==> src/rtl/fwd_arb_pkg.sv <==
// Shared types and helpers for the forwarder arbiter and its round-robin picker.
//   arb_state_e : arbiter FSM states (IDLE, OFFER, BUSY)
//   sel_w()     : width of a core index for a given core count (minimum 1)
package fwd_arb_pkg;

    typedef enum logic [1:0] {
        ST_IDLE  = 2'd0,
        ST_OFFER = 2'd1,
        ST_BUSY  = 2'd2
    } arb_state_e;

    function automatic int unsigned sel_w(input int unsigned n);
        return (n < 2) ? 1 : $clog2(n);
    endfunction

endpackage

==> src/rtl/rr_picker.sv <==
// Combinational round-robin priority encoder.
//   req  : one request bit per core
//   last : index of the most recently served core
//   pick : first requesting core searching upward from last+1, wrapping modulo N_CORES
//   any  : at least one request is set
module rr_picker
    import fwd_arb_pkg::*;
#(
    parameter int unsigned  N_CORES = 4,
    localparam int unsigned SEL_W   = sel_w(N_CORES)
) (
    input  logic [N_CORES-1:0] req,
    input  logic [SEL_W-1:0]   last,
    output logic [SEL_W-1:0]   pick,
    output logic               any
);

    // Walk offsets from farthest to nearest so the nearest requester wins.
    always_comb begin
        int unsigned idx;
        idx  = 0;
        pick = '0;
        for (int unsigned k = N_CORES; k > 0; k--) begin
            idx = (32'(last) + k) % N_CORES;
            if (req[SEL_W'(idx)]) begin
                pick = SEL_W'(idx);
            end
        end
    end

    assign any = |req;

endmodule

==> src/rtl/fwd_arbiter.sv <==
// Shares one downstream forwarder among N_CORES packetfilter cores.
// A round-robin pick among ready cores is offered to the forwarder; once the
// forwarder accepts, its reads are routed to that core and the done handshake
// is relayed back, after which the next core is picked.
//   clk, rst                      : clock, async active-high reset
//   fwd_*, rdy_for_fwd*           : forwarder-side agent interface
//   core_*                        : packed per-core agent interfaces (core i at slice i)
//   grant_sel                     : current/last granted core (debug)
module fwd_arbiter
    import fwd_arb_pkg::*;
#(
    parameter int unsigned  N_CORES           = 4,
    parameter int unsigned  SN_FWD_ADDR_WIDTH = 9,
    parameter int unsigned  SN_FWD_DATA_WIDTH = 64,
    parameter int unsigned  PLEN_WIDTH        = 32,
    parameter int unsigned  OUT_REG           = 0,
    localparam int unsigned SEL_W             = sel_w(N_CORES)
) (
    input  logic                                   clk,
    input  logic                                   rst,
    // forwarder side
    input  logic [SN_FWD_ADDR_WIDTH-1:0]           fwd_addr,
    input  logic                                   fwd_rd_en,
    output logic [SN_FWD_DATA_WIDTH-1:0]           fwd_rd_data,
    output logic                                   fwd_rd_data_vld,
    output logic [PLEN_WIDTH-1:0]                  fwd_byte_len,
    input  logic                                   fwd_done,
    output logic                                   fwd_done_ack,
    output logic                                   rdy_for_fwd,
    input  logic                                   rdy_for_fwd_ack,
    // core side
    output logic [SN_FWD_ADDR_WIDTH-1:0]           core_fwd_addr,
    output logic [N_CORES-1:0]                     core_fwd_rd_en,
    input  logic [N_CORES*SN_FWD_DATA_WIDTH-1:0]   core_fwd_rd_data,
    input  logic [N_CORES-1:0]                     core_fwd_rd_data_vld,
    input  logic [N_CORES*PLEN_WIDTH-1:0]          core_fwd_byte_len,
    output logic [N_CORES-1:0]                     core_fwd_done,
    input  logic [N_CORES-1:0]                     core_fwd_done_ack,
    input  logic [N_CORES-1:0]                     core_rdy_for_fwd,
    output logic [N_CORES-1:0]                     core_rdy_for_fwd_ack,
    output logic [SEL_W-1:0]                       grant_sel
);

    arb_state_e state_q, state_d;
    logic [SEL_W-1:0] sel_q, sel_d;
    logic [SEL_W-1:0] last_q, last_d;

    logic [SEL_W-1:0] pick;
    logic             any_rdy;
    logic [N_CORES-1:0] sel_oh;

    logic                         sel_rdy;
    logic                         sel_vld;
    logic                         sel_done_ack;
    logic [SN_FWD_DATA_WIDTH-1:0] sel_data;
    logic [PLEN_WIDTH-1:0]        sel_len;

    logic [SN_FWD_DATA_WIDTH-1:0] rd_data_d;
    logic                         rd_data_vld_d;
    logic [PLEN_WIDTH-1:0]        byte_len_d;

    rr_picker #(
        .N_CORES (N_CORES)
    ) u_picker (
        .req  (core_rdy_for_fwd),
        .last (last_q),
        .pick (pick),
        .any  (any_rdy)
    );

    assign sel_oh    = N_CORES'(1) << sel_q;
    assign grant_sel = sel_q;

    // Slice mux for the selected core; constant indices only, so a non power-of-2
    // core count never produces an out-of-range select.
    always_comb begin
        sel_rdy      = 1'b0;
        sel_vld      = 1'b0;
        sel_done_ack = 1'b0;
        sel_data     = '0;
        sel_len      = '0;
        for (int i = 0; i < N_CORES; i++) begin
            if (sel_q == SEL_W'(i)) begin
                sel_rdy      = core_rdy_for_fwd[i];
                sel_vld      = core_fwd_rd_data_vld[i];
                sel_done_ack = core_fwd_done_ack[i];
                sel_data     = core_fwd_rd_data[i*SN_FWD_DATA_WIDTH +: SN_FWD_DATA_WIDTH];
                sel_len      = core_fwd_byte_len[i*PLEN_WIDTH +: PLEN_WIDTH];
            end
        end
    end

    // State register
    always_ff @(posedge clk or posedge rst) begin
        if (rst) begin
            state_q <= ST_IDLE;
            sel_q   <= '0;
            last_q  <= SEL_W'(N_CORES - 1);  // core 0 wins the first pick
        end else begin
            state_q <= state_d;
            sel_q   <= sel_d;
            last_q  <= last_d;
        end
    end

    // Next-state logic
    always_comb begin
        state_d = state_q;
        sel_d   = sel_q;
        last_d  = last_q;
        case (state_q)
            ST_IDLE: begin
                if (any_rdy) begin
                    sel_d   = pick;
                    state_d = ST_OFFER;
                end
            end
            ST_OFFER: begin
                // A withdrawn offer goes back to IDLE without touching last.
                if (sel_rdy && rdy_for_fwd_ack) begin
                    state_d = ST_BUSY;
                end else if (!sel_rdy) begin
                    state_d = ST_IDLE;
                end
            end
            ST_BUSY: begin
                if (sel_done_ack) begin
                    last_d  = sel_q;
                    state_d = ST_IDLE;
                end
            end
            default: state_d = ST_IDLE;
        endcase
    end

    // Output logic: handshakes pass through combinationally; everything is quiet in IDLE.
    always_comb begin
        rdy_for_fwd          = 1'b0;
        core_rdy_for_fwd_ack = '0;
        core_fwd_rd_en       = '0;
        core_fwd_done        = '0;
        core_fwd_addr        = '0;
        fwd_done_ack         = 1'b0;
        rd_data_d            = '0;
        rd_data_vld_d        = 1'b0;
        byte_len_d           = '0;
        case (state_q)
            ST_OFFER: begin
                rdy_for_fwd = sel_rdy;
                if (sel_rdy && rdy_for_fwd_ack) begin
                    core_rdy_for_fwd_ack = sel_oh;
                end
                rd_data_d  = sel_data;
                byte_len_d = sel_len;
            end
            ST_BUSY: begin
                // Address only matters to the granted core, so it is driven only here.
                core_fwd_addr = fwd_addr;
                if (fwd_rd_en) begin
                    core_fwd_rd_en = sel_oh;
                end
                if (fwd_done) begin
                    core_fwd_done = sel_oh;
                end
                fwd_done_ack  = sel_done_ack;
                rd_data_d     = sel_data;
                rd_data_vld_d = sel_vld;
                byte_len_d    = sel_len;
            end
            default: ;
        endcase
    end

    // Optional output stage toward the forwarder
    if (OUT_REG != 0) begin : g_out_reg
        logic [SN_FWD_DATA_WIDTH-1:0] rd_data_q;
        logic                         rd_data_vld_q;
        logic [PLEN_WIDTH-1:0]        byte_len_q;

        always_ff @(posedge clk or posedge rst) begin
            if (rst) begin
                rd_data_q     <= '0;
                rd_data_vld_q <= 1'b0;
                byte_len_q    <= '0;
            end else begin
                rd_data_q     <= rd_data_d;
                rd_data_vld_q <= rd_data_vld_d;
                byte_len_q    <= byte_len_d;
            end
        end

        assign fwd_rd_data     = rd_data_q;
        assign fwd_rd_data_vld = rd_data_vld_q;
        assign fwd_byte_len    = byte_len_q;
    end else begin : g_out_comb
        assign fwd_rd_data     = rd_data_d;
        assign fwd_rd_data_vld = rd_data_vld_d;
        assign fwd_byte_len    = byte_len_d;
    end

endmodule

==> config.mk <==
export PLATFORM = sky130hd
export DESIGN_NAME = fwd_arbiter
export DESIGN_NICKNAME = d
export VERILOG_FILES = /design/src/rtl/fwd_arb_pkg.sv /design/src/rtl/rr_picker.sv /design/src/rtl/fwd_arbiter.sv
export SDC_FILE = /design/constraint.sdc
export NUM_CORES = 1
export LEC_CHECK = 0
export BUFFER_PORTS_ARGS = -buffer_cell sky130_fd_sc_hd__buf_2
export CAP_MARGIN = 5
export CORE_AREA = 2 2 204 206
export CTS_CLUSTER_SIZE = 12
export DETAILED_ROUTE_END_ITERATION = 7
export DIE_AREA = 0 0 206 208
export GPL_ROUTABILITY_DRIVEN = 0
export SYNTH_ARGS = -nofsm -noshare
export SYNTH_HDL_FRONTEND = slang
export SYNTH_HIERARCHICAL = 1
export SYNTH_SLANG_ARGS = --single-unit
==> constraint.sdc <==
create_clock -name clk -period 2.55 [get_ports clk]
set_clock_uncertainty 0.2 [all_clocks]
set_input_delay 0.255 -clock clk [delete_from_list [all_inputs] [get_ports clk]]
set_output_delay 0.255 -clock clk [all_outputs]
set_load 0.02 [all_outputs]
==> results.tsv <==
metric	value	unit
RSZ-0062 raised after global routing	yes	
Avg WL per Cell	15.6	µm
syn avg cell area	11.9	µm²
Core Util, Final	0.174	
post-synthesis sequential area ratio	0.0423	
worst min-delay path class	in2reg	
CTS Root Cell	clkbuf_16	
GRT Util Overall	0.0899	
Setup crit start kind	flop	
vias in the first global route	5038	
Worst-path clk slew	0.04	ns
Req. time, crit path	2.10	ns
post-synthesis cell type count	27	
mux share of post-synthesis cell area	0.641	
FP Rows	74	
synth top area cells	mux4_2 62%, and2_1 19%, dfrtp_1 2.8%	
Worst Setup End Kind	primary output	
ys async rst share	1.00	
CTS buffer count	3	
EDFF count, synth	0	
sw power	3.94	mW
I/O pins	532	
Max VDD drop	648	µV
share of layout cells above drive strength 1	0.809	
area share of fa/ha/maj cells after synthesis	0.0104	
TNS Setup	0	ns
dpl hpwl	18.8	mm
Peak Freq	402	MHz
Synth Flop Type	dfrtp_1	
drt drc	0	
Total Wirelength	21.2	mm
Combinational Power Share	0.936	
total grt overflow	0	
1st-iter DRT viols	207	
Max Cap Viol	0	
Setup CP Type	reg2out	
clock buffer depth	2	
Via Count	4974	
commonest non-fill, non-tap cells in the layout	526 x buf_2, 103 x and2_1, 99 x mux4_2	
Yosys warning count	6	
worst-path maximum fanout	27	
Netlist Area Pre-Place	0.00361	mm²
global-route wire length before repair	29.0	mm
biggest area consumer among synthesized cells	mux4_2	
Post-Synthesis Cells	304	
final hold viol count	0	
Leak	3.51	nW
Clock power frac	0.035	
Compound-Gate Fraction of Synth Area	0.0173	
Core ar.	0.0406	mm²
post-synthesis xor/xnor area fraction	0	
clock latency on the worst-skew pair	0.23	ns
# setup viols final	0	
Min Clock Period, post-route	2.49	ns
Pwr per Cell Area	1080	mW/mm²
Final Net Count	1230	
Final Max Tran Viols	0	
initial antenna violation count	11	
H-tree depth	1	
clock net sink count	6	
Synth top area share	0.618	
Layout fillers	4575	
worst relative slew slack	0.663	
hold path depth	4	
post-synthesis simple-gate area fraction	0.230	
R2R cell count	6	
Die Y	208	µm
Tcrit/Tclk final	0.975	
IO Port Bufs	531	
Setup Buffers After CTS	0	
outcome	complete, no violations	
Vias/cell	3.67	
DIE WIDTH	206	µm
sw frac	0.519	
DRT Pass-1 Iters	4	
area growth from synthesis to layout	95.8	%
Starting Density	0.0890	
largest net degree at the start of global routing	97	
commonest non-fill, non-tap cell in the layout	buf_2	
Int Power	3.66	mW
CTS tree	done	
sequential share of power	0.029	
die area	0.0428	mm²
Syn Nets	717	
final antenna-violating net count	0	
slew at the pin closest to its max-slew limit	0.506	ns
#FFs+latches synth	6	
Arrival @ worst endpoint	2.03	ns
main combinational cell family by area after synthesis	multiplexers	
metrics by stage:
stage / setup WS (ns) / hold slack, ns / cell area, µm² / std cells / total power, mW
after floorplan: 0.309 / -0.155 / 3610 / 304 / 5.09
after detailed placement: 0.261 / 0.00510 / 6920 / 1343 / 7.33
final: 0.0632 / 0.311 / 7060 / 1355 / 7.60
after global placement: 0.278 / -0.00728 / 6920 / 1343 / 7.26
after CTS: 0.00906 / 0.311 / 7010 / 1348 / 7.62
after global routing: -0.0392 / 0.325 / 7060 / 1352 / 8.16
worst max-delay path, cell delays in order (launching register included):
cell and delay, ns:
dfrtp_4 0.42, buf_12 0.19, buf_16 0.23, mux4_2 0.56, and2_1 0.18, buf_2 0.16
metal layers:
layer | wire length [µm] | part of all wire | GRT usage | vias to the layer above
met1 | 7270 | 0.34 | 0.0898 | 2364
met4 | 541 | 0.026 | 0.0372 | 4
met3 | 2120 | 0.10 | 0.0240 | 30
met5 | 27 | 0.0013 | 0 | -
met2 | 11200 | 0.53 | 0.173 | 341
li1 | - | - | - | 2235
flip-flops by register name, summed over array words and instances (netlist names):
| name | flops |
|---|---|
| grant_sel | 2 |
| last_q | 2 |
| state_q | 2 |
cell type report:
type | instances | area, µm² | area share
Multi-Input combinational cell | 257 | 3270 | 0.462
Timing Repair Buffer | 543 | 2850 | 0.404
Tap cell | 532 | 666 | 0.0942
Sequential cell | 6 | 160 | 0.0227
Clock buffer | 4 | 78.8 | 0.0112
Inverter | 6 | 22.5 | 0.00319
Antenna cell | 7 | 17.5 | 0.00248
what timing repair did:
action                     in CTS  in global routing
hold buffers                    1                  0
hold endpoints to repair        4                  0
gates resized for setup         0                 12
setup endpoints to repair       0                 34
power by group through the flow:
stage	clock network [mW]	registers [mW]	logic (mW)
after CTS	0.273	0.220	7.12
after floorplan	0	0.208	4.89
after global placement	0	0.217	7.04
after global routing	0.281	0.232	7.64
final	0.266	0.220	7.12
after detailed placement	0	0.221	7.11
worst paths after layout:
| path | start | to | slack [ns] |
|---|---|---|---|
| setup / recovery | grant_sel[0]$_DFFE_PP0P_ | fwd_rd_data[17] | 0.06 |
| hold / removal | core_rdy_for_fwd[2] | grant_sel[1]$_DFFE_PP0P_ | 0.31 |
| setup reg to reg | grant_sel[0]$_DFFE_PP0P_ | state_q[0]$_DFFE_PP0P_ | 0.34 |
| hold reg to reg | state_q[0]$_DFFE_PP0P_ | state_q[0]$_DFFE_PP0P_ | 0.36 |
| max in group asynchronous | rst | last_q[0]$_DFFE_PP1P_ | 1.55 |
| min in group asynchronous | rst | grant_sel[0]$_DFFE_PP0P_ | 0.33 |
kinds of logic (layout without fill, tap and decap cells):
family,count (synthesis),after routing
adder cells (fa/ha/maj),3,3
flip-flops,6,6
AO/OA/AOI/OAI,7,7
multiplexers,107,107
other,0,7
buffers and inverters,41,553
AND/OR/NAND/NOR,140,140
cells in the mapped netlist, types with 2 or more instances:
| cell type | n |
|---|---|
| nor3_1 | 4 |
| a21oi_1 | 2 |
| nor2_1 | 12 |
| mux2_2 | 4 |
| dfrtp_1 | 4 |
| ha_1 | 3 |
| dfstp_2 | 2 |
| and2_1 | 107 |
| mux2i_1 | 4 |
| clkbuf_1 | 16 |
| buf_6 | 5 |
| nand2_1 | 7 |
| inv_1 | 6 |
| nand2b_1 | 5 |
| mux4_2 | 99 |
| buf_2 | 13 |
Note: power is estimated with default switching activity, not from simulation.
